===== config.mk =====
export PLATFORM = sky130hd
export DESIGN_NAME = cpu_seq_ctrl
export DESIGN_NICKNAME = d
export VERILOG_FILES = /design/src/rtl/cpu_seq_ctrl.sv
export SDC_FILE = /design/constraint.sdc
export NUM_CORES = 1
export LEC_CHECK = 0
export ABC_CLOCK_PERIOD_IN_PS = 6250
export BUFFER_PORTS_ARGS = -buffer_cell sky130_fd_sc_hd__buf_2
export CAP_MARGIN = 15
export CORE_ASPECT_RATIO = 1.25
export CORE_MARGIN = 8
export CORE_UTILIZATION = 54
export DETAILED_ROUTE_END_ITERATION = 8
export GPL_ROUTABILITY_DRIVEN = 0
export PLACE_DENSITY = 0.85
export SLEW_MARGIN = 10
export SYNTH_ARGS = -nofsm -noshare
export SYNTH_HDL_FRONTEND = slang
export SYNTH_SLANG_ARGS = --single-unit
export TNS_END_PERCENT = 1

===== constraint.sdc =====
create_clock -name clk_i -period 6.25 [get_ports clk_i]
set_input_delay 0 -clock clk_i [delete_from_list [all_inputs] [get_ports clk_i]]
set_output_delay 0 -clock clk_i [all_outputs]
set_load 0.005 [all_outputs]

===== src/rtl/cpu_seq_ctrl.sv =====
// Multi-cycle RV32I control sequencer: FETCH/DECODE/EXEC/MEM/WB strobes, instruction register,
// bus-timeout watchdog and retired-instruction counter.
module cpu_seq_ctrl #(
  parameter int unsigned TIMEOUT_CYC = 255,
  parameter int unsigned CNT_W       = 32
) (
  input  logic             clk_i,
  input  logic             rst_ni,
  input  logic [31:0]      imem_rdata_i,
  input  logic             imem_ack_i,
  output logic             imem_req_o,
  input  logic             dmem_ack_i,
  output logic             dmem_req_o,
  output logic             dmem_we_o,
  input  logic             br_taken_i,
  output logic [31:0]      ir_o,
  output logic [2:0]       imm_sel_o,
  output logic             alu_src_b_o,
  output logic [1:0]       wb_sel_o,
  output logic             rf_we_o,
  output logic             pc_we_o,
  output logic [1:0]       pc_sel_o,
  output logic             halt_o,
  output logic             illegal_o,
  output logic             bus_err_o,
  output logic [CNT_W-1:0] retired_o
);

  localparam int unsigned WD_W  = (TIMEOUT_CYC > 0) ? $clog2(TIMEOUT_CYC + 1) : 1;
  localparam logic        WD_EN = (TIMEOUT_CYC != 0);

  localparam logic [6:0] OPC_LOAD   = 7'b0000011;
  localparam logic [6:0] OPC_STORE  = 7'b0100011;
  localparam logic [6:0] OPC_OPIMM  = 7'b0010011;
  localparam logic [6:0] OPC_OP     = 7'b0110011;
  localparam logic [6:0] OPC_BRANCH = 7'b1100011;
  localparam logic [6:0] OPC_JAL    = 7'b1101111;
  localparam logic [6:0] OPC_JALR   = 7'b1100111;
  localparam logic [6:0] OPC_LUI    = 7'b0110111;
  localparam logic [6:0] OPC_AUIPC  = 7'b0010111;
  localparam logic [6:0] OPC_SYSTEM = 7'b1110011;

  localparam logic [2:0] IMM_I = 3'd0;
  localparam logic [2:0] IMM_S = 3'd1;
  localparam logic [2:0] IMM_B = 3'd2;
  localparam logic [2:0] IMM_U = 3'd3;
  localparam logic [2:0] IMM_J = 3'd4;

  localparam logic [1:0] WB_ALU  = 2'd0;
  localparam logic [1:0] WB_DMEM = 2'd1;
  localparam logic [1:0] WB_PC4  = 2'd2;

  localparam logic [1:0] PC_PLUS4  = 2'd0;
  localparam logic [1:0] PC_TARGET = 2'd1;
  localparam logic [1:0] PC_JALR   = 2'd2;

  typedef enum logic [2:0] {
    S_RST,
    S_FETCH,
    S_DECODE,
    S_EXEC,
    S_MEM,
    S_WB,
    S_TRAP
  } state_e;

  state_e           state_q, state_d;
  logic [31:0]      ir_q, ir_d;
  logic [WD_W-1:0]  wait_q, wait_d;
  logic             halt_q, halt_d;
  logic             illegal_q, illegal_d;
  logic             bus_err_q, bus_err_d;
  logic [CNT_W-1:0] retired_q, retired_d;

  logic [6:0] opcode;
  logic is_load, is_store, is_opimm, is_op, is_branch;
  logic is_jal, is_jalr, is_lui, is_auipc, is_system, is_legal;
  logic wd_hit;

  assign opcode    = ir_q[6:0];
  assign is_load   = (opcode == OPC_LOAD);
  assign is_store  = (opcode == OPC_STORE);
  assign is_opimm  = (opcode == OPC_OPIMM);
  assign is_op     = (opcode == OPC_OP);
  assign is_branch = (opcode == OPC_BRANCH);
  assign is_jal    = (opcode == OPC_JAL);
  assign is_jalr   = (opcode == OPC_JALR);
  assign is_lui    = (opcode == OPC_LUI);
  assign is_auipc  = (opcode == OPC_AUIPC);
  assign is_system = (opcode == OPC_SYSTEM);
  assign is_legal  = is_load | is_store | is_opimm | is_op | is_branch |
                     is_jal | is_jalr | is_lui | is_auipc;

  // An ACK arriving in the same cycle as expiry is checked first, so it wins.
  assign wd_hit = WD_EN && (wait_q == WD_W'(TIMEOUT_CYC));

  always_ff @(posedge clk_i) begin
    if (!rst_ni) begin
      state_q   <= S_RST;
      ir_q      <= '0;
      wait_q    <= '0;
      halt_q    <= 1'b0;
      illegal_q <= 1'b0;
      bus_err_q <= 1'b0;
      retired_q <= '0;
    end else begin
      state_q   <= state_d;
      ir_q      <= ir_d;
      wait_q    <= wait_d;
      halt_q    <= halt_d;
      illegal_q <= illegal_d;
      bus_err_q <= bus_err_d;
      retired_q <= retired_d;
    end
  end

  always_comb begin
    state_d    = state_q;
    ir_d       = ir_q;
    wait_d     = '0;
    halt_d     = halt_q;
    illegal_d  = illegal_q;
    bus_err_d  = bus_err_q;
    retired_d  = retired_q;
    imem_req_o = 1'b0;
    dmem_req_o = 1'b0;
    dmem_we_o  = 1'b0;
    rf_we_o    = 1'b0;
    pc_we_o    = 1'b0;
    pc_sel_o   = PC_PLUS4;
    wb_sel_o   = WB_ALU;

    case (state_q)
      S_RST: state_d = S_FETCH;

      S_FETCH: begin
        imem_req_o = 1'b1;
        if (imem_ack_i) begin
          ir_d    = imem_rdata_i;
          state_d = S_DECODE;
        end else if (wd_hit) begin
          state_d   = S_TRAP;
          bus_err_d = 1'b1;
          halt_d    = 1'b1;
        end else if (WD_EN) begin
          wait_d = wait_q + WD_W'(1);
        end
      end

      S_DECODE: begin
        if (is_legal) begin
          state_d = S_EXEC;
        end else begin
          state_d   = S_TRAP;
          halt_d    = 1'b1;
          illegal_d = !is_system;
        end
      end

      S_EXEC: state_d = (is_load || is_store) ? S_MEM : S_WB;

      S_MEM: begin
        dmem_req_o = 1'b1;
        dmem_we_o  = is_store;
        if (dmem_ack_i) begin
          // Stores retire here; there is nothing to write back.
          if (is_store) begin
            pc_we_o   = 1'b1;
            retired_d = retired_q + CNT_W'(1);
            state_d   = S_FETCH;
          end else begin
            state_d = S_WB;
          end
        end else if (wd_hit) begin
          state_d   = S_TRAP;
          bus_err_d = 1'b1;
          halt_d    = 1'b1;
        end else if (WD_EN) begin
          wait_d = wait_q + WD_W'(1);
        end
      end

      S_WB: begin
        pc_we_o   = 1'b1;
        rf_we_o   = !is_branch;
        retired_d = retired_q + CNT_W'(1);
        state_d   = S_FETCH;
        if (is_jalr) begin
          pc_sel_o = PC_JALR;
        end else if (is_jal || (is_branch && br_taken_i)) begin
          pc_sel_o = PC_TARGET;
        end
        if (is_jal || is_jalr) begin
          wb_sel_o = WB_PC4;
        end else if (is_load) begin
          wb_sel_o = WB_DMEM;
        end
      end

      S_TRAP: state_d = S_TRAP;

      default: state_d = S_RST;
    endcase
  end

  always_comb begin
    imm_sel_o   = IMM_I;
    alu_src_b_o = 1'b0;
    if (state_q inside {S_DECODE, S_EXEC, S_MEM, S_WB}) begin
      alu_src_b_o = !(is_op || is_branch);
      if (is_store) begin
        imm_sel_o = IMM_S;
      end else if (is_branch) begin
        imm_sel_o = IMM_B;
      end else if (is_lui || is_auipc) begin
        imm_sel_o = IMM_U;
      end else if (is_jal) begin
        imm_sel_o = IMM_J;
      end
    end
  end

  assign ir_o      = ir_q;
  assign halt_o    = halt_q;
  assign illegal_o = illegal_q;
  assign bus_err_o = bus_err_q;
  assign retired_o = retired_q;

endmodule


-- Word-level counts from Yosys, hierarchy flattened
Cells that the tools add are included.
- output and inout port bits: 80
- register bits: 78
- input bits: 37
- reductions and logical operators: 20
- bitwise operators: 9
- muxes and demuxes: 42
- add/subtract/negate cells: 2
- equal/unequal tests: 22
- operator list (operator ; count):
    32-bit two-way mux ; 2
    32-bit case mux with 2 select lines ; 1
    32-bit by 1-bit adder with 32-bit output (second input constant) ; 1
    3-bit two-way mux ; 10
    7-bit == test (second input constant) ; 4
    8-bit two-way mux ; 3
    7-bit by 6-bit == test with 1-bit output (second input constant) ; 3
    3-bit case mux with 6 select lines ; 1
    1-bit two-way mux ; 17
    8-bit case mux with 2 select lines ; 1
    7-bit by 5-bit == test with 1-bit output (second input constant) ; 2
    2-bit inequality test (second input constant) ; 5
    3-bit == test (second input constant) ; 3
    8-bit by 1-bit adder with 8-bit output (second input constant) ; 1
    8-bit == test (second input constant) ; 1
    2-bit two-way mux ; 4
    1-bit OR ; 8
    7-bit by 2-bit == test with 1-bit output (second input constant) ; 1
    3-bit by 2-bit == test with 1-bit output (second input constant) ; 2
    3-bit AND reduction ; 2
    1-bit logical OR ; 5
    1-bit case mux with 2 select lines ; 2
    2-bit AND reduction ; 2
    4-bit AND reduction ; 1
    other kinds (10) ; 13

-- Longest topological paths before layout
- depth in word-level cells: 11
- gate-level depth with buffers: 7
- depth with buffers taken out: 6

-- Worst setup path after synthesis
Ideal clock, no wire load.
- path kind: reg-to-reg
- start point: register ir_q[5], in the netlist ir_o[5]
- end point: register retired_q[28], in the netlist retired_o[28]
- path slack: 4.001 ns
- data arrival time: 2.178 ns
- cell stages (with the launch flop): 7
- cell sequence: dfxtp_1 -> or3b_1 -> o31a_1 -> or4_4 -> buf_6 -> or3_1 -> a21oi_1
- longest elaborated chain between the ends: 3
- RTL lines (element ; RTL line ; text):
    from (decl) ; 68 ; logic [31:0] ir_q, ir_d;
    from (signal assigned) ; 108 ; ir_q <= ir_d;
    7-bit by 6-bit == test with 1-bit output ; 82 ; assign is_store = (opcode == OPC_STORE);
    2-bit inequality test (no line) ; -- ;
    3-bit AND reduction (no line) ; -- ;
    to (signal assigned) ; 113 ; retired_q <= retired_d;
    to (decl) ; 73 ; logic [CNT_W-1:0] retired_q, retired_d;
Every way passes these cells.
A chain may end at the register's enable or synchronous reset.

-- Worst setup path in the final report
- start point: register ir_q[5], in the netlist ir_o[5]
- end point: register retired_q[24], in the netlist retired_o[24]
Same word-level chain as after synthesis.

==> key figures <==
GRT
  • Initial antenna violation count: 0
  • Vias in the first global route: 3755
  • First-pass GRT wire length: 18000 um
  • Global Route Usage Sum: 24.5%
  • Largest net degree at the start of global routing: 66
  • Gr ovfl total: 0

Synthesis
  • Top_reg_cell synth: dfxtp_1
  • Synth Net Count: 479
  • Syn Area/Cell: 7.88 um2
  • Synth Instances: 439
  • Number of synthesized flops with an enable pin: 0
  • Synth warn: 0
  • Post-synthesis cell type count: 38
  • Post-synthesis sequential area ratio: 45.1%
  • Mapped Area: 3460 um2
  • Ys async rst share: 0%
  • #FFs+latches synth: 78

Finish
  • Layout cells sized above 1: 23.7%
  • Design area: 4590 um2
  • Antenna cells: 0
  • # nets final: 617
  • Area Growth Syn to Fin: 32.6%

Power
  • Gate power share: 13.0%
  • Clk pwr share: 36.2%
  • Max VDD drop: 0.175 mV
  • P_sw: 295 uW
  • Power per Cell Area: 231 nW/um2
  • Sequential power share: 50.8%
  • Static Leakage: 1.92 nW
  • Internal cell power: 763 uW
  • Switch share: 27.9%

Route
  • M1 WL: 4190 um
  • Final ANT Viol Nets: 0
  • Drt via density: 5.59
  • Avg WL per Cell: 16.2 um
  • TritonRoute pass-1 iters: 4
  • Initial DRC Count: 198
  • Aggregate routed wire length: 10800 um
  • Top layer in use: met4
  • DR WL met2: 5270 um
  • Via count: 3731
  • DR DRC count: 0
  • Met3 wire len: 908 um

Floorplan
  • Core area: 6210 um2
  • Io pins: 117
  • Die ar.: 9240 um2
  • Die X: 87.6 um
  • Row count: 32
  • Die Y: 105 um
  • Initial core utilization: 55.7%

Placement
  • Post-DP HPWL: 6940 um
  • Worst slack, placed: 3.73 ns
  • Area after DPL: 4060 um2
  • Port Buffers: 116

Clock network
  • Root Buffer: clkbuf_8
  • Post_cts resized: 0
  • Clock sinks: 78
  • H-tree lvl count: 3
  • Clock latency on the worst-skew pair: 0.36 ns
  • Reg clk slew, reported paths: 0.09 ns
  • CTS tree: built
  • Clock Path Buffers: 2
  • Cts bufs inserted: 9

STA
  • Worst rel slew slack: 24.9%
  • Slew @ Worst Pin: 1.13 ns
  • Tcrit/Tclk final: 41.1%
  • Fin worst setup slack: 3.68 ns
  • Worst Skew: 0.0118 ns
  • Hold Slack: 0.0356 ns
  • Min Tclk post-route: 2.57 ns
  • Final setup fails: 0
  • Final hold violation count: 0
  • Maximum clock rate: 389 MHz
  • Setup tns final: 0 ns
  • RSZ-0062 raised after global routing: false
  • Max Slew Vio Count: 0

Run status
  • Status: completed

Setup path
  • Critical Path RT: 6.53 ns
  • WP data arrival: 2.85 ns
  • Critical path fanouts, max: 12
  • CP Class: reg -> reg
  • Crit. End Element: flop
  • Crit start category: flop

Flow run
  • Max Cap Viol: 0

Min path
  • Hold WC Path Type: in -> reg
## final cells by class
type | instances | area (um2)
clock inverters | 7 | 72.6
flip-flops and latches | 78 | 1560
well taps | 85 | 106
clock buffers | 9 | 124
multi-input cells | 331 | 1780
repair buffers | 150 | 918
inverters | 7 | 26.3
fillers | 455 | 1620
## state kept, by name (all words and copies together) (netlist names)
signal,count
retired_o,32
wait_q,8
bus_err_o,1
halt_o,1
illegal_o,1
state_q,3
ir_o,32
## cell usage after synthesis, types with 6 or more instances
master | count | share of area [%]
clkbuf_1 | 22 | 2.4
a21oi_1 | 53 | 7.7
nor3_1 | 9 | 1.3
nand2_1 | 91 | 9.9
and3_1 | 8 | 1.4
dfxtp_1 | 78 | 45
nand4_1 | 14 | 2.5
nand3_1 | 17 | 2.5
xnor2_1 | 11 | 2.8
o21ai_0 | 14 | 2.0
or3_1 | 12 | 2.2
nor2_1 | 38 | 4.1
xor2_1 | 12 | 3.0
inv_1 | 7 | 0.76
and2_1 | 6 | 1.1
## metal layers
metal	vias up	track usage, %
li1	1794	-
met1	1737	26.4
met2	159	40.7
met3	41	8.94
met4	0	13.1
met5	-	0
## worst max-delay path, cell delays in order (launching register included)
cell and delay, ns:
dfxtp_1 0.45, or3b_1 0.43, o31a_1 0.40, or4_4 0.65, or4_1 0.41, a21oi_1 0.14
## through the flow
stage	utilization [%]	power (mW)	cells
after floorplan	-	0.616	439
after global placement	65.4	0.660	618
after detailed placement	65.4	0.664	618
after CTS	73.9	1.06	667
after global routing	73.9	1.10	667
final	73.9	1.06	667
## cells by family after synthesis
kind of cell	count (synthesis)	share of synthesized area, %
adders and majority gates	3	1.09
buffers and inverters	30	3.47
and+or+nand+nor	223	31.4
AOI/OAI and AO/OA	80	12.5
muxes	2	0.579
xor gates and xnor gates	23	5.82
DFF	78	45.1
## cells in the final DEF, fill, tap and decap left out, types with 11 or more instances in the layout
cell type        n
a21oi_1         53
buf_2          116
dfxtp_1         78
dlygate4sd3_1   33
nand2_1         91
nand3_1         17
nand4_1         14
nor2_1          38
o21ai_0         14
or3_1           12
xnor2_1         11
xor2_1          12
## final timing paths
path | from | end | slack [ns] | cells past startpoint
max | ir_o[5]$_SDFFE_PN0P_ | retired_o[24]$_SDFFE_PN0P_ | 3.68 | 5
min reg2reg | ir_o[31]$_SDFFE_PN0P_ | ir_o[31]$_SDFFE_PN0P_ | 0.46 | 2
max reg2reg | ir_o[5]$_SDFFE_PN0P_ | retired_o[24]$_SDFFE_PN0P_ | 3.68 | 5
min | imem_ack_i | state_q[0]$_SDFF_PN0_ | 0.04 | 4
## power by group through the flow
| stage | Combinational (mW) | Clock (mW) | Sequential, mW |
|---|---|---|---|
| floorplan | 0.0736 | 0 | 0.542 |
| global placement | 0.115 | 0 | 0.545 |
| detailed placement | 0.117 | 0 | 0.547 |
| CTS | 0.133 | 0.389 | 0.536 |
| global route | 0.152 | 0.409 | 0.541 |
| finish | 0.138 | 0.383 | 0.538 |
## timing repair
| action | CTS | global route |
|---|---|---|
| hold endpoints to repair | 35 | 0 |
| hold buffers | 33 | 0 |
| setup buffers | 0 | 0 |
(Power assumes the default switching activity.)
